[config.mk]
export PLATFORM = sky130hd
export DESIGN_NAME = seg7_scan_capture
export DESIGN_NICKNAME = d
export VERILOG_FILES = /design/src/rtl/seg7_scan_capture.sv
export SDC_FILE = /design/constraint.sdc
export NUM_CORES = 1
export LEC_CHECK = 0
export CAP_MARGIN = 30
export CORE_MARGIN = 2
export CORE_UTILIZATION = 50
export CTS_CLUSTER_DIAMETER = 80
export CTS_CLUSTER_SIZE = 40
export DETAILED_ROUTE_END_ITERATION = 16
export HOLD_SLACK_MARGIN = 0.1
export MAX_ROUTING_LAYER = met4
export PLACE_DENSITY = 0.8
export SLEW_MARGIN = 0
export SYNTH_ARGS = -nofsm -noshare
export SYNTH_HDL_FRONTEND = slang
export SYNTH_SLANG_ARGS = --single-unit
[constraint.sdc]
create_clock -name clk -period 4.5 [get_ports clk]
set_clock_uncertainty 0.15 [all_clocks]
set_input_delay 0.9 -clock clk [delete_from_list [all_inputs] [get_ports clk]]
set_output_delay 0.9 -clock clk [all_outputs]
set_load 0.03 [all_outputs]
[src/rtl/seg7_scan_capture.sv]
// Seven-segment scan capture: debounces each strobed digit, decodes it back to BCD and delivers
// whole frames on a valid/ready handshake. Define SEG7_SYNC_EN to add a 2-flop input synchronizer.
module seg7_scan_capture #(
   parameter int unsigned N_DIGITS      = 4,
   parameter int unsigned STABLE_CYCLES = 4
) (
   input  logic                    clk,
   input  logic                    rst_n,
   input  logic [6:0]              seg,
   input  logic [N_DIGITS-1:0]     dig_sel,
   output logic [4*N_DIGITS-1:0]   frame_bcd,
   output logic [N_DIGITS-1:0]     frame_bad,
   output logic                    frame_valid,
   input  logic                    frame_ready,
   output logic                    overrun
);

   localparam logic [7:0] StableMax = 8'(STABLE_CYCLES);

   typedef enum logic {StCollect, StPresent} state_e;

   logic [6:0]            seg_in;
   logic [N_DIGITS-1:0]   sel_in;

`ifdef SEG7_SYNC_EN
   logic [6:0]            seg_m_q, seg_y_q;
   logic [N_DIGITS-1:0]   sel_m_q, sel_y_q;

   always_ff @(posedge clk or negedge rst_n) begin
      if (!rst_n) begin
         seg_m_q <= '0;
         seg_y_q <= '0;
         sel_m_q <= '0;
         sel_y_q <= '0;
      end else begin
         seg_m_q <= seg;
         seg_y_q <= seg_m_q;
         sel_m_q <= dig_sel;
         sel_y_q <= sel_m_q;
      end
   end

   assign seg_in = seg_y_q;
   assign sel_in = sel_y_q;
`else
   assign seg_in = seg;
   assign sel_in = dig_sel;
`endif

   logic [6:0]            s_seg_q, p_seg_q;
   logic [N_DIGITS-1:0]   s_sel_q, p_sel_q;
   logic [7:0]            cnt_q, cnt_d;
   logic [N_DIGITS-1:0]   captured_q, captured_d;
   logic [4*N_DIGITS-1:0] shadow_bcd_q, shadow_bcd_d;
   logic [N_DIGITS-1:0]   shadow_bad_q, shadow_bad_d;
   logic [4*N_DIGITS-1:0] frame_bcd_q, frame_bcd_d;
   logic [N_DIGITS-1:0]   frame_bad_q, frame_bad_d;
   logic                  overrun_q, overrun_d;
   state_e                state_q, state_d;

   logic                  sel_onehot;
   logic                  same;
   logic                  latch;
   logic [N_DIGITS-1:0]   latch_mask;
   logic                  full;
   logic [3:0]            dec_bcd;
   logic                  dec_bad;

   assign sel_onehot = (s_sel_q != '0) && ((s_sel_q & (s_sel_q - N_DIGITS'(1))) == '0);
   assign same       = {s_seg_q, s_sel_q} == {p_seg_q, p_sel_q};

   always_comb begin
      cnt_d = '0;
      if (sel_onehot && same) begin
         cnt_d = (cnt_q >= StableMax) ? StableMax : cnt_q + 8'd1;
      end else if (sel_onehot) begin
         cnt_d = 8'd1;
      end
   end

   // Latch only on the transition into saturation, so one stable period yields one latch.
   assign latch      = sel_onehot && (cnt_d == StableMax) && (cnt_q != StableMax);
   assign latch_mask = latch ? s_sel_q : '0;
   assign full       = &captured_q;

   always_comb begin
      dec_bcd = 4'hF;
      dec_bad = 1'b0;
      unique case (s_seg_q)
         7'h7E: dec_bcd = 4'd0;
         7'h30: dec_bcd = 4'd1;
         7'h6D: dec_bcd = 4'd2;
         7'h79: dec_bcd = 4'd3;
         7'h33: dec_bcd = 4'd4;
         7'h5B: dec_bcd = 4'd5;
         7'h5F: dec_bcd = 4'd6;
         7'h70: dec_bcd = 4'd7;
         7'h7F: dec_bcd = 4'd8;
         7'h7B: dec_bcd = 4'd9;
         7'h00: dec_bcd = 4'hF;
         default: dec_bad = 1'b1;
      endcase
   end

   always_comb begin
      shadow_bcd_d = shadow_bcd_q;
      shadow_bad_d = shadow_bad_q;
      for (int i = 0; i < int'(N_DIGITS); i++) begin
         if (latch_mask[i]) begin
            shadow_bcd_d[4*i +: 4] = dec_bcd;
            shadow_bad_d[i]        = dec_bad;
         end
      end
   end

   always_comb begin
      state_d     = state_q;
      captured_d  = captured_q | latch_mask;
      frame_bcd_d = frame_bcd_q;
      frame_bad_d = frame_bad_q;
      overrun_d   = 1'b0;
      unique case (state_q)
         StCollect: begin
            if (full) begin
               frame_bcd_d = shadow_bcd_q;
               frame_bad_d = shadow_bad_q;
               captured_d  = latch_mask;
               state_d     = StPresent;
            end
         end
         StPresent: begin
            if (frame_ready) begin
               if (full) begin
                  frame_bcd_d = shadow_bcd_q;
                  frame_bad_d = shadow_bad_q;
                  captured_d  = latch_mask;
               end else begin
                  state_d = StCollect;
               end
            end else if (full) begin
               // Consumer still holds the previous frame: drop the new one.
               captured_d = latch_mask;
               overrun_d  = 1'b1;
            end
         end
         default: state_d = StCollect;
      endcase
   end

   always_ff @(posedge clk or negedge rst_n) begin
      if (!rst_n) begin
         s_seg_q      <= '0;
         s_sel_q      <= '0;
         p_seg_q      <= '0;
         p_sel_q      <= '0;
         cnt_q        <= '0;
         captured_q   <= '0;
         shadow_bcd_q <= '0;
         shadow_bad_q <= '0;
         frame_bcd_q  <= '0;
         frame_bad_q  <= '0;
         overrun_q    <= 1'b0;
         state_q      <= StCollect;
      end else begin
         s_seg_q      <= seg_in;
         s_sel_q      <= sel_in;
         p_seg_q      <= s_seg_q;
         p_sel_q      <= s_sel_q;
         cnt_q        <= cnt_d;
         captured_q   <= captured_d;
         shadow_bcd_q <= shadow_bcd_d;
         shadow_bad_q <= shadow_bad_d;
         frame_bcd_q  <= frame_bcd_d;
         frame_bad_q  <= frame_bad_d;
         overrun_q    <= overrun_d;
         state_q      <= state_d;
      end
   end

   assign frame_bcd   = frame_bcd_q;
   assign frame_bad   = frame_bad_q;
   assign frame_valid = (state_q == StPresent);
   assign overrun     = overrun_q;

endmodule

# Yosys cells after proc, flatten, opt, wreduce, memory -nomap -nowiden
# Cells that the tools add are included.
# Widths: inputs -> output; s select.
[totals] out_inout_bits=22 word_cells=65 regBits=76 inputBits=14
[op_classes] n_reduce_logical=9 n_lt_le_gt_ge=1 n_bitwise=3 n_addsub=2 eq_ne=14 mux=18
[op_table] operator="$eq 7x7->1 const B" n=8
[op_table] operator="$pmux 4 s10" n=1
[op_table] operator="$mux 16" n=2
[op_table] operator="$pmux 16 s2" n=1
[op_table] operator="$mux 4" n=4
[op_table] operator="$mux 8" n=2
[op_table] operator="$eq 7x6->1 const B" n=2
[op_table] operator="$eq 11x11->1" n=1
[op_table] operator="$reduce_or 11->1" n=1
[op_table] operator="$add 8x1->8 const B" n=1
[op_table] operator="$eq 8x3->1 const B" n=1
[op_table] operator="$ge 8x3->1 const B" n=1
[op_table] operator="$ne 8x3->1 const B" n=1
[op_table] operator="$pmux 4 s2" n=1
[op_table] operator="$logic_not 7->1" n=1
[op_table] operator="$mux 1" n=6
[op_table] operator="$and 4x4->4" n=1
[op_table] operator="$logic_and 1x1->1" n=4
[op_table] operator="$logic_not 4->1" n=1
[op_table] operator="$or 4x4->4" n=1
[op_table] operator="$reduce_and 4->1" n=1
[op_table] operator="$reduce_bool 4->1" n=1
[op_table] operator="$sub 4x1->4 const B" n=1
[op_table] operator="$ne 2x2->1 const B" n=1
[op_table] operator="other kinds (2)" n=2

# Logic depth before layout (Yosys ltp)
# Gate-level depths: netlist of run 1.
[depth] word_depth=12 mapped_depth=7 ltp_nobuf=6

# Worst setup path before layout of run 1
# No wires, ideal clock.
[synth_timing] path_type="register -> register" startpoint="register s_sel_q[3]" endpoint="register shadow_bad_q[2]" required_time_ns=4.222 stages_incl_launch_ff=8 arrival_time_ns=1.909 period_less_slack_ns=2.186 setup_slack_ns=2.314 setup_ns=0.128 n_path_buf=2 cell_sequence="dfrtp_1 buf_6 or4b_1 o311ai_2 and4_1 buf_6 nand3_4 mux2_1"
[synth_via] elab_chain_len=10 elab_cells_between_ends=13 classes_between="1 x add/sub; 2 x eq/ne; 3 x mux; 1 x bitwise; 6 x reduce/logical"
[synth_lines] item="from (decl)" line="51" text="logic [N_DIGITS-1:0] s_sel_q, p_sel_q;"
[synth_lines] item="from (signal assigned)" line="166" text="s_sel_q <= sel_in;"
[synth_lines] item="$sub 4x1->4" line="69" text="assign sel_onehot = (s_sel_q != '0) && ((s_sel_q & (s_sel_q - N_DIGITS'(1))) == '0);"
[synth_lines] item="$and 4x4->4" line="69"
[synth_lines] item="$logic_not 4->1" line="69"
[synth_lines] item="$logic_and 1x1->1" line="69"
[synth_lines] item="$mux 1 or $logic_and 1x1->1 (tied branches)" line="76, 74"
[synth_lines] item="$mux 8" line="74" text="if (sel_onehot && same) begin"
[synth_lines] item="$eq 8x3->1" line="82" text="assign latch = sel_onehot && (cnt_d == StableMax) && (cnt_q != StableMax);"
[synth_lines] item="$logic_and 1x1->1 (*) (2 in a row)" line="82"
[synth_lines] item="$mux 4 (*)" line="83" text="assign latch_mask = latch ? s_sel_q : '0;"
[synth_lines] item="to (signal assigned)" line="172" text="shadow_bad_q <= shadow_bad_d;"
[synth_lines] item="to (decl)" line="55" text="logic [N_DIGITS-1:0] shadow_bad_q, shadow_bad_d;"
# Every way passes the cells marked *; elsewhere a longest branch is shown, timed or not.
# A chain may end at the register's enable or synchronous reset.

# Final worst setup path of run 1
[layout_timing] startpoint="register s_seg_q[6]" endpoint="register shadow_bcd_q[3]"
[layout_via] elab_chain_len=7 elab_cells_between_ends=18 classes_between="12 x eq/ne; 3 x mux; 3 x reduce/logical"
[layout_lines] item="from (decl)" line="50" text="logic [6:0] s_seg_q, p_seg_q;"
[layout_lines] item="from (signal assigned)" line="165" text="s_seg_q <= seg_in;"
[layout_lines] item="$eq 11x11->1" line="70" text="assign same = {s_seg_q, s_sel_q} == {p_seg_q, p_sel_q};"
[layout_lines] item="$logic_and 1x1->1" line="74"
[layout_lines] item="$mux 8" line="74"
[layout_lines] item="$eq 8x3->1" line="82"
[layout_lines] item="$logic_and 1x1->1 (2 in a row)" line="82"
[layout_lines] item="$mux 4" line="83"
[layout_lines] item="to (signal assigned)" line="171" text="shadow_bcd_q <= shadow_bcd_d;"
[layout_lines] item="to (decl)" line="54" text="logic [4*N_DIGITS-1:0] shadow_bcd_q, shadow_bcd_d;"
# Several ways; a longest one is shown, not always the timed one.

==> results of run 1 <==
==> final cells by class <==
cell class,count,share of cell area
multi-input combinational,126,0.2890
sequential,76,0.5186
inverter,4,0.004094
clock inverter,3,0.01842
clock buffer,13,0.04606
tap,75,0.02559
timing repair buffer,37,0.09826
==> critical path, delay by kind of cell (launching register included) <==
kind,cells,cell delay (ns)
flops,1,0.51
xor+xnor,1,0.22
simple gates,3,1.17
mux,1,0.40
==> layer usage <==
metal	global-route usage	part of all wire	vias to the layer above
met1	0.2388	0.47	877
met3	0.04945	0.034	6
met4	0.08833	0.014	0
met2	0.2724	0.48	38
met5	-	0	-
li1	-	-	831
==> where the power goes <==
group / total, mW / switching, mW / leakage, nW / internal (mW)
Sequential: 0.715 / 0.0179 / 0.998 / 0.697
Combinational: 0.0518 / 0.0282 / 0.606 / 0.0236
Clock: 0.595 / 0.237 / 0.116 / 0.358
==> synth_stat cells <==
cell / count
a211o_2: 1
a211oi_1: 2
a21o_1: 2
a21oi_1: 6
a221o_1: 1
a2bb2oi_1: 2
a31oi_1: 2
and3_1: 2
and3b_1: 1
and4_1: 1
buf_1: 2
buf_4: 1
buf_6: 2
clkbuf_1: 6
conb_1: 1
dfrtp_1: 76
ha_1: 2
inv_1: 4
mux2_1: 6
mux2_2: 28
mux2_4: 2
nand2_1: 7
nand2b_1: 2
nand3_1: 3
nand3_4: 2
nand4_1: 3
nor2_1: 5
nor2b_1: 2
nor3_1: 5
nor3_2: 2
nor3b_1: 2
nor4_1: 2
nor4_2: 1
nor4b_1: 1
o2111a_1: 2
o21a_1: 2
o21ai_0: 1
o22ai_1: 1
o311ai_2: 1
o31a_2: 1
or2_1: 1
or4_1: 2
or4b_1: 2
xnor2_1: 2
xor2_1: 11
==> state kept, by name, summed over array words and instances, names as in the netlist <==
register	count
frame_bcd	16
overrun	1
cnt_q	8
shadow_bad_q	4
frame_bad	4
s_sel_q	4
p_seg_q	7
s_seg_q	7
frame_valid	1
p_sel_q	4
captured_q	4
shadow_bcd_q	16
==> worst max path at each step <==
stage / from / endpoint / slack [ns] / cells after the start
global placement: frame_ready / frame_bcd[2] / 1.96 / 5
floorplan: s_sel_q[3] / shadow_bad_q[2] / 2.31 / 7
CTS: s_seg_q[6] / shadow_bcd_q[3] / 1.92 / 5
detailed placement: s_seg_q[6] / shadow_bcd_q[3] / 1.93 / 5
global route: s_seg_q[6] / shadow_bcd_q[3] / 1.76 / 5
finish: s_seg_q[6] / shadow_bcd_q[3] / 1.92 / 5
==> placed cells by master, fill, tap and decap left out, types with 3 or more instances in the layout <==
cell	instances
inv_1	4
nand3_1	3
clkdlybuf4s50_1	34
mux2_1	6
nor3_1	5
clkbuf_8	12
conb_1	5
nand4_1	3
xor2_1	11
a21oi_1	6
nand2_1	7
dfrtp_1	76
mux2_2	28
nor2_1	5
==> per-stage QoR <==
stage          utilization  instances  hold WS (ns)  worst slack, ns
3_3_place_gp        0.5829        318        0.3017            1.958
5_1_grt             0.6231        334        0.3640            1.760
6_report            0.6231        334        0.3408            1.918
2_1_floorplan            -        217        0.2019            2.314
3_5_place_dp        0.5829        318        0.3118            1.928
4_1_cts             0.6231        334        0.3419            1.916
==> logic make-up (layout without fill, tap and decap cells) <==
family          after synthesis  count (layout)  share of synthesized area
flops                        76              76                     0.6294
simple gates                 46              46                     0.1006
mux                          36              36                     0.1366
compound gates               24              24                    0.06128
buf+inv                      15              57                    0.02484
xor+xnor                     13              13                    0.03768
fa+ha+maj                     2               2                   0.008280
other cells                   1               5                   0.001241
==> metrics.cfg, run 1 <==
[detailed_routing]
vias = 1752
drt_iter0_drc = 55
dr.pass1.iters = 4
drt_wl_total_um = 5242
wl_per_cell_um = 15.69
drc_errors = 0
vias_per_cell = 5.246
ant_nets = 0

[clock_tree]
cts.sinks = 76
cts_hold_buf = 0
cts.repair.resized = 0
root_buffer = clkbuf_8
numCtsBuffers = 9
post_cts_buffers = 0
clk_pin_slew_ns = 0.08
cts_tree = yes
htree_levels = 3
insertion_delay_ns = 0.34
cts_buffer_depth = 2

[yosys]
ys_types = 45
yosys_register_bits = 76
netlist_instances = 213
ys_warn_count = 0
yosys.area.top_type = dfrtp_1
yosys-top-cells-area = dfrtp_1, mux2_2, xor2_1
synth_top_area_frac = 0.6294
seq_area_frac_synth = 0.6294
syn_area_per_cell_um2 = 14.19
syn_area_mm2 = 0.003022

[sta]
maxSlewHeadroom = 0.4690
timing.final.crit_share = 0.5738
fmax_mhz = 387.3
finalHoldViolCount = 0
rsz0062_at_grt = false
worst_pin_slew_ns = 0.7965
timing.final.crit_period_ns = 2.582
setup_viol = 0
maxSlewViolCount = 0
tns_ns = 0

[worst_setup_path]
required_ns = 4.57
worstPathArrival_ns = 2.65
cp_cell_sequence = xor2_1, nor4_1, nand3_1, nor3_2, mux2_2
rrSetupSlack_ns = 1.92
cpPeakStageDelay_ns = 0.58
crit_path_end_kind = register
r2r_cells = 5
r2r-end = shadow_bcd_q[3]
r2r_start = s_seg_q[6]
worstSetupPathType = reg -> reg
crit_fanout = 12
worstSetupStartpointType = register
crit_slowest_cell = nor3_2

[placement]
portBuffers = 35
hpwl_um = 3523
globalplace.congestion = 0.7146
dpl_cell_area_mm2 = 0.003431

[global_routing]
grt_pass1_wl_um = 8749
track_usage = 0.1848
grt_max_degree = 41
antenna_found_initial = 0
grt_pass1_vias = 1792
grt_overflow = 0

[min_path]
whs_path_depth = 2
hp-class = reg -> reg
holdCritStartpoint = captured_q[3]
holdPathEnd = captured_q[3]

[floorplanning]
core_area_mm2 = 0.005886
row_count = 28
die_w_um = 81.74
start_util = 0.5134
ios = 36
chipHeight_um = 81.74
die_area_mm2 = 0.006681

[pwr]
p_total_mw = 1.361
power_density_mw_per_mm2 = 371.2
p_leak_nw = 1.720
worst_ir_drop_vdd_mv = 0.2605

[cells_and_area]
area_growth_pct = 21.37
seq_area_mm2 = 0.001902
multi_input_area_mm2 = 0.001060
antenna_cells = 0
fillCellCount = 463
design_area_mm2 = 0.003667
fin_nets = 270
drive_gt1_frac = 0.2162

[job]
maxCapViolations = 0

[run_status]
outcome = finished, final reports clean

(Power assumes the default switching activity.)
==> run 2: changes to the inputs <==
- clock period: 4.5 -> 2.56 ns (I/O delays scaled with it)
==> run 2 against run 1 <==
Compared with the run above: sequential share of layout area down 0.68 points; sequential power increased by 75%; final area grew 1.3%; final cell count grew 2.7%; global-route usage hardly changed; clock power increased by 54%; count of clock-buffer cells in the layout decreased by 1; routed wire length rose by 2.4%; hold slack worse by 0.015 ns; highest routed layer unchanged.
==> metrics.cfg, run 2 (synthesis results as in run 1) <==
[floorplanning]
ios = 36  ; unchanged
row_count = 28  ; unchanged
start_util = 0.5134  ; unchanged
core_area_mm2 = 0.005886  ; unchanged
die_area_mm2 = 0.006681  ; unchanged
chipHeight_um = 81.74  ; unchanged
die_w_um = 81.74  ; unchanged

[worst_setup_path]
r2r_start = s_sel_q[0]
crit_path_end_kind = register
worstSetupStartpointType = register
worstPathArrival_ns = 2.48  ; -0.17 ns
crit_start = s_sel_q[0]
required_ns = 2.63  ; -1.94 ns
crit_fanout = 7  ; -5
worstSetupPathType = reg -> reg

[detailed_routing]
wl_per_cell_um = 15.66  ; -0.25%
drt_iter0_drc = 114  ; +110%
vias = 1835  ; +4.7%
ant_nets = 0  ; unchanged
drt_wl_total_um = 5370  ; +2.4%
vias_per_cell = 5.350  ; +2.0%
drc_errors = 0  ; unchanged
dr.pass1.iters = 4  ; unchanged

[clock_tree]
cts_tree = yes
cts_buffer_depth = 2  ; unchanged
root_buffer = clkbuf_8
post_cts_buffers = 0  ; unchanged
numCtsBuffers = 9  ; unchanged
insertion_delay_ns = 0.34  ; about the same
cts_hold_buf = 1  ; +1
htree_levels = 3  ; unchanged
cts.repair.resized = 0  ; unchanged
cts.sinks = 76  ; unchanged
clk_pin_slew_ns = 0.07  ; about the same

[job]
maxCapViolations = 0  ; unchanged

[placement]
globalplace.congestion = 0.8097  ; +13%
pre_cts_ws_ns = 0.1620  ; -1.766 ns
portBuffers = 35  ; unchanged
dp_cells = 326  ; +2.5%
hpwl_um = 3765  ; +6.9%

[cells_and_area]
fin_nets = 279  ; +3.3%
instances_no_fill = 343  ; +2.7%
final_cell_mix = dfrtp_1, clkdlybuf4s50_1, mux2_2, xor2_1, clkbuf_8
drive_gt1_frac = 0.2388  ; +0.02259
mostFrequentLayoutCell = dfrtp_1
antenna_cells = 0  ; unchanged
area_growth_pct = 22.98

[global_routing]
grt_max_degree = 41  ; unchanged
track_usage = 0.1844  ; -0.0003982
grt_overflow = 0  ; unchanged
grt_pass1_vias = 1782  ; -0.56%
grt_pass1_wl_um = 8631  ; -1.3%
antenna_found_initial = 0  ; unchanged

[pwr]
worst_ir_drop_vdd_mv = 0.2756  ; +5.8%
p_leak_nw = 1.756  ; +2.1%
power_frac_clock = 0.403  ; -0.034
p_comb_frac = 0.048  ; +0.010
internal_power_mw = 1.775  ; +65%
swShare = 0.2192  ; +0.01148
power.switching_mw = 0.4984  ; +76%
seqPwrFrac = 0.549  ; +0.024
power_density_mw_per_mm2 = 611.8  ; +65%
p_total_mw = 2.274  ; +67%

[sta]
tns_ns = 0  ; unchanged
fmax_mhz = 414.4  ; +7.0%
timing.final.crit_share = 0.9426  ; +0.3688
finalHoldViolCount = 0  ; unchanged
maxSlewViolCount = 0  ; unchanged
worst_pin_slew_ns = 0.5518  ; -0.2446 ns
timing.final.crit_period_ns = 2.413  ; -0.1688 ns
setup_ws_ns = 0.1469  ; -1.771 ns
rsz0062_at_grt = false
hold_ws_ns = 0.3258  ; -0.01505 ns
setup_viol = 0  ; unchanged
maxSlewHeadroom = 0.6293  ; +0.1603

[run_status]
outcome = finished, final reports clean

[min_path]
holdCritStartpoint = s_sel_q[3]
hp-class = reg -> reg

==> run 2: cell types whose count changed in the layout (fill, tap and decap cells not counted), sizes merged <==
cell,delta
bufinv,-1
dlygate4sd3,+1
clkbuf,-1
clkinv,+2
buf,+8
==> run 2: final timing paths <==
check / to / slack (ns) / depth (start not counted)
min: p_sel_q[3] / 0.33 / 0
min in group asynchronous: s_seg_q[5] / 0.54 / 2
max in group asynchronous: shadow_bcd_q[12] / 1.12 / 3
max reg2reg: shadow_bcd_q[10] / 0.15 / 5
max: shadow_bcd_q[10] / 0.15 / 5
min reg2reg: p_sel_q[3] / 0.33 / 0
==> run 2: metal layers <==
metal  up-vias  track usage  routed length [um]
met5         -            -                   0
met4         0      0.09667                 179
met3        15      0.04615                 169
met2        45       0.2740                2544
met1       920       0.2347                2476
li1        855            -                   -
==> run 2: final cells by class <==
| type | count | area (um2) |
|---|---|---|
| Tap cell | 75 | 93.84 |
| Clock buffer | 12 | 155.1 |
| Sequential cell | 76 | 1902 |
| Inverter | 4 | 15.01 |
| Multi-Input combinational cell | 126 | 1060 |
| Clock inverter | 4 | 47.55 |
| Fill cell | 427 | 2170 |
| Timing Repair Buffer | 46 | 442.9 |
==> run 2: power by group through the flow <==
stage | sequential [mW] | clock [mW] | combinational, mW
2_1_floorplan | 1.26 | 0 | 0.0574
4_1_cts | 1.25 | 0.938 | 0.111
3_5_place_dp | 1.27 | 0 | 0.109
5_1_grt | 1.25 | 0.980 | 0.122
3_3_place_gp | 1.27 | 0 | 0.107
6_report | 1.25 | 0.917 | 0.108
==> run 2: per-stage QoR <==
stage | instance area (um2) | utilization
2_1_floorplan | 3037 | -
3_3_place_gp | 3503 | 0.5952
3_5_place_dp | 3503 | 0.5952
4_1_cts | 3716 | 0.6314
5_1_grt | 3716 | 0.6314
6_report | 3716 | 0.6314
==> run 2: critical path, cell delays in order, from the launching register on <==
cell and delay (ns):
dfrtp_1 0.45, or4b_1 0.61, o311ai_2 0.12, and4_1 0.46, nand3_4 0.17, mux2_1 0.34
==> run 3: changes to the inputs <==
- PLACE_DENSITY: 0.8 -> 0.84
==> run 3 against run 2 <==
Compared with the run above: first-iteration DRC count up 55%; non-clock buffer count down 1; setup slack worse by 0.021 ns; combinational power about the same; final cell count down 0.58%; sequential cell count unchanged; largest power group unchanged.
==> metrics.cfg, run 3 (synthesis results as in run 1) <==
[run_status]
outcome = finished, final reports clean

[global_routing]
track_usage = 0.1954  ; +0.01099
antenna_found_initial = 0  ; unchanged
grt_pass1_wl_um = 9177  ; +6.3%
grt_overflow = 0  ; unchanged
grt_max_degree = 77  ; +88%
grt_pass1_vias = 1914  ; +7.4%

[worst_setup_path]
crit_slowest_cell = or4b_1
required_ns = 2.63  ; about the same
cp_cell_sequence = or4b_1, o311ai_2, and4_1, nand3_4, mux2_1
crit_fanout = 7  ; unchanged
crit_path_end_kind = register
worstSetupStartpointType = register
worstSetupPathType = reg -> reg
worstPathArrival_ns = 2.51  ; +0.03 ns
cpPeakStageDelay_ns = 0.60  ; about the same

[placement]
portBuffers = 35  ; unchanged
dpl_cell_area_mm2 = 0.003496  ; -0.21%
hpwl_um = 3798  ; +0.89%
globalplace.congestion = 0.7858  ; -3.0%

[detailed_routing]
drt_iter0_drc = 177  ; +55%
drt_wl_total_um = 5481  ; +2.1%
drc_errors = 0  ; unchanged
vias_per_cell = 5.375  ; +0.48%
dr.pass1.iters = 4  ; unchanged
ant_nets = 0  ; unchanged
wl_per_cell_um = 16.07  ; +2.7%
vias = 1833  ; -0.11%

[sta]
rsz0062_at_grt = false
fmax_mhz = 410.9  ; -0.85%
tns_ns = 0  ; unchanged
maxSlewViolCount = 0  ; unchanged
timing.final.crit_period_ns = 2.434  ; +0.02074 ns
finalHoldViolCount = 0  ; unchanged
setup_viol = 0  ; unchanged
timing.final.crit_share = 0.9507  ; +0.008102

[floorplanning]
core_area_mm2 = 0.005886  ; unchanged
ios = 36  ; unchanged
start_util = 0.5134  ; unchanged
die_w_um = 81.74  ; unchanged
row_count = 28  ; unchanged
chipHeight_um = 81.74  ; unchanged
die_area_mm2 = 0.006681  ; unchanged

[clock_tree]
cts_tree = yes
cts.sinks = 76  ; unchanged
numCtsBuffers = 9  ; unchanged
post_cts_buffers = 0  ; unchanged
cts_buffer_depth = 2  ; unchanged
cts.repair.resized = 0  ; unchanged
insertion_delay_ns = 0.35  ; about the same
clk_pin_slew_ns = 0.08  ; about the same
root_buffer = clkbuf_8
htree_levels = 3  ; unchanged

[pwr]
p_total_mw = 2.152  ; -5.4%
power_density_mw_per_mm2 = 585.5  ; -4.3%
internal_power_mw = 1.671  ; -5.8%
worst_ir_drop_vdd_mv = 0.2739  ; -0.60%
seqPwrFrac = 0.580  ; +0.031
power_frac_clock = 0.369  ; -0.034
swShare = 0.2232  ; +0.003925
p_comb_frac = 0.050  ; +0.002
power.switching_mw = 0.4801  ; -3.7%
p_leak_nw = 1.738  ; -1.0%

[cells_and_area]
fin_nets = 278  ; -0.36%
antenna_cells = 0  ; unchanged
mostFrequentLayoutCell = dfrtp_1
drive_gt1_frac = 0.2293  ; -0.009483
area_growth_pct = 21.61
final_cell_mix = dfrtp_1, clkdlybuf4s50_1, mux2_2, xor2_1, clkbuf_8
design_area_mm2 = 0.003675  ; -1.1%

[job]
maxCapViolations = 0  ; unchanged

[min_path]
hp-class = reg -> reg

==> run 3: cell type report <==
class	instances	area (um2)
Sequential cell	76	1902
Clock buffer	13	158.9
Multi-Input combinational cell	126	1060
Timing Repair Buffer	45	435.4
Inverter	4	15.01
Clock inverter	2	10.01
Fill cell	466	2211
Tap cell	75	93.84
==> run 3: layer usage <==
layer	GRT usage	part of all wire	up-vias	wire, um
li1	-	-	849	-
met1	0.2465	0.45	938	2491
met2	0.2902	0.49	35	2683
met3	0.05275	0.034	11	186
met4	0.1017	0.022	0	119
met5	-	0	-	0
==> run 3: repair_timing <==
item                                    in CTS  in global routing
endpoints found under the setup margin       0                  0
hold buffers                                 1                  0
hold endpoints to repair                    76                  0
==> run 3: metrics by stage <==
stage          worst slack (ns)  hold WS [ns]  std cells  utilization
3_5_place_dp             0.1521        0.3167        325       0.5940
3_3_place_gp             0.2407        0.3061        325       0.5940
5_1_grt                 0.07376        0.3602        341       0.6244
2_1_floorplan            0.3738       0.06641        217            -
4_1_cts                  0.1375        0.3335        341       0.6244
6_report                 0.1262        0.3309        341       0.6244
==> run 3: final timing paths <==
| kind | start | endpoint | slack (ns) | cells after the start |
|---|---|---|---|---|
| min in group asynchronous | rst_n | cnt_q[5] | 0.58 | 3 |
| max in group asynchronous | rst_n | s_sel_q[2] | 1.36 | 3 |
| worst min register to register | captured_q[1] | captured_q[1] | 0.33 | 1 |
| worst max-delay path | s_sel_q[0] | shadow_bad_q[3] | 0.13 | 5 |
| worst min-delay path | captured_q[1] | captured_q[1] | 0.33 | 1 |
| worst max register to register | s_sel_q[0] | shadow_bad_q[3] | 0.13 | 5 |
==> run 3: power groups by stage <==
| stage | Combinational (mW) | Sequential (mW) | Clock (mW) |
|---|---|---|---|
| finish | 0.108 | 1.25 | 0.794 |
| floorplan | 0.0574 | 1.26 | 0 |
| global placement | 0.105 | 1.27 | 0 |
| global route | 0.123 | 1.25 | 0.865 |
| CTS | 0.110 | 1.25 | 0.821 |
| detailed placement | 0.109 | 1.27 | 0 |
==> run 3: critical path, delay by kind of cell, from the launching register on <==
family           cells  cell delay [ns]
AND/OR/NAND/NOR      3             1.24
AO/OA/AOI/OAI        1             0.12
multiplexers         1             0.34
flip-flops           1             0.45
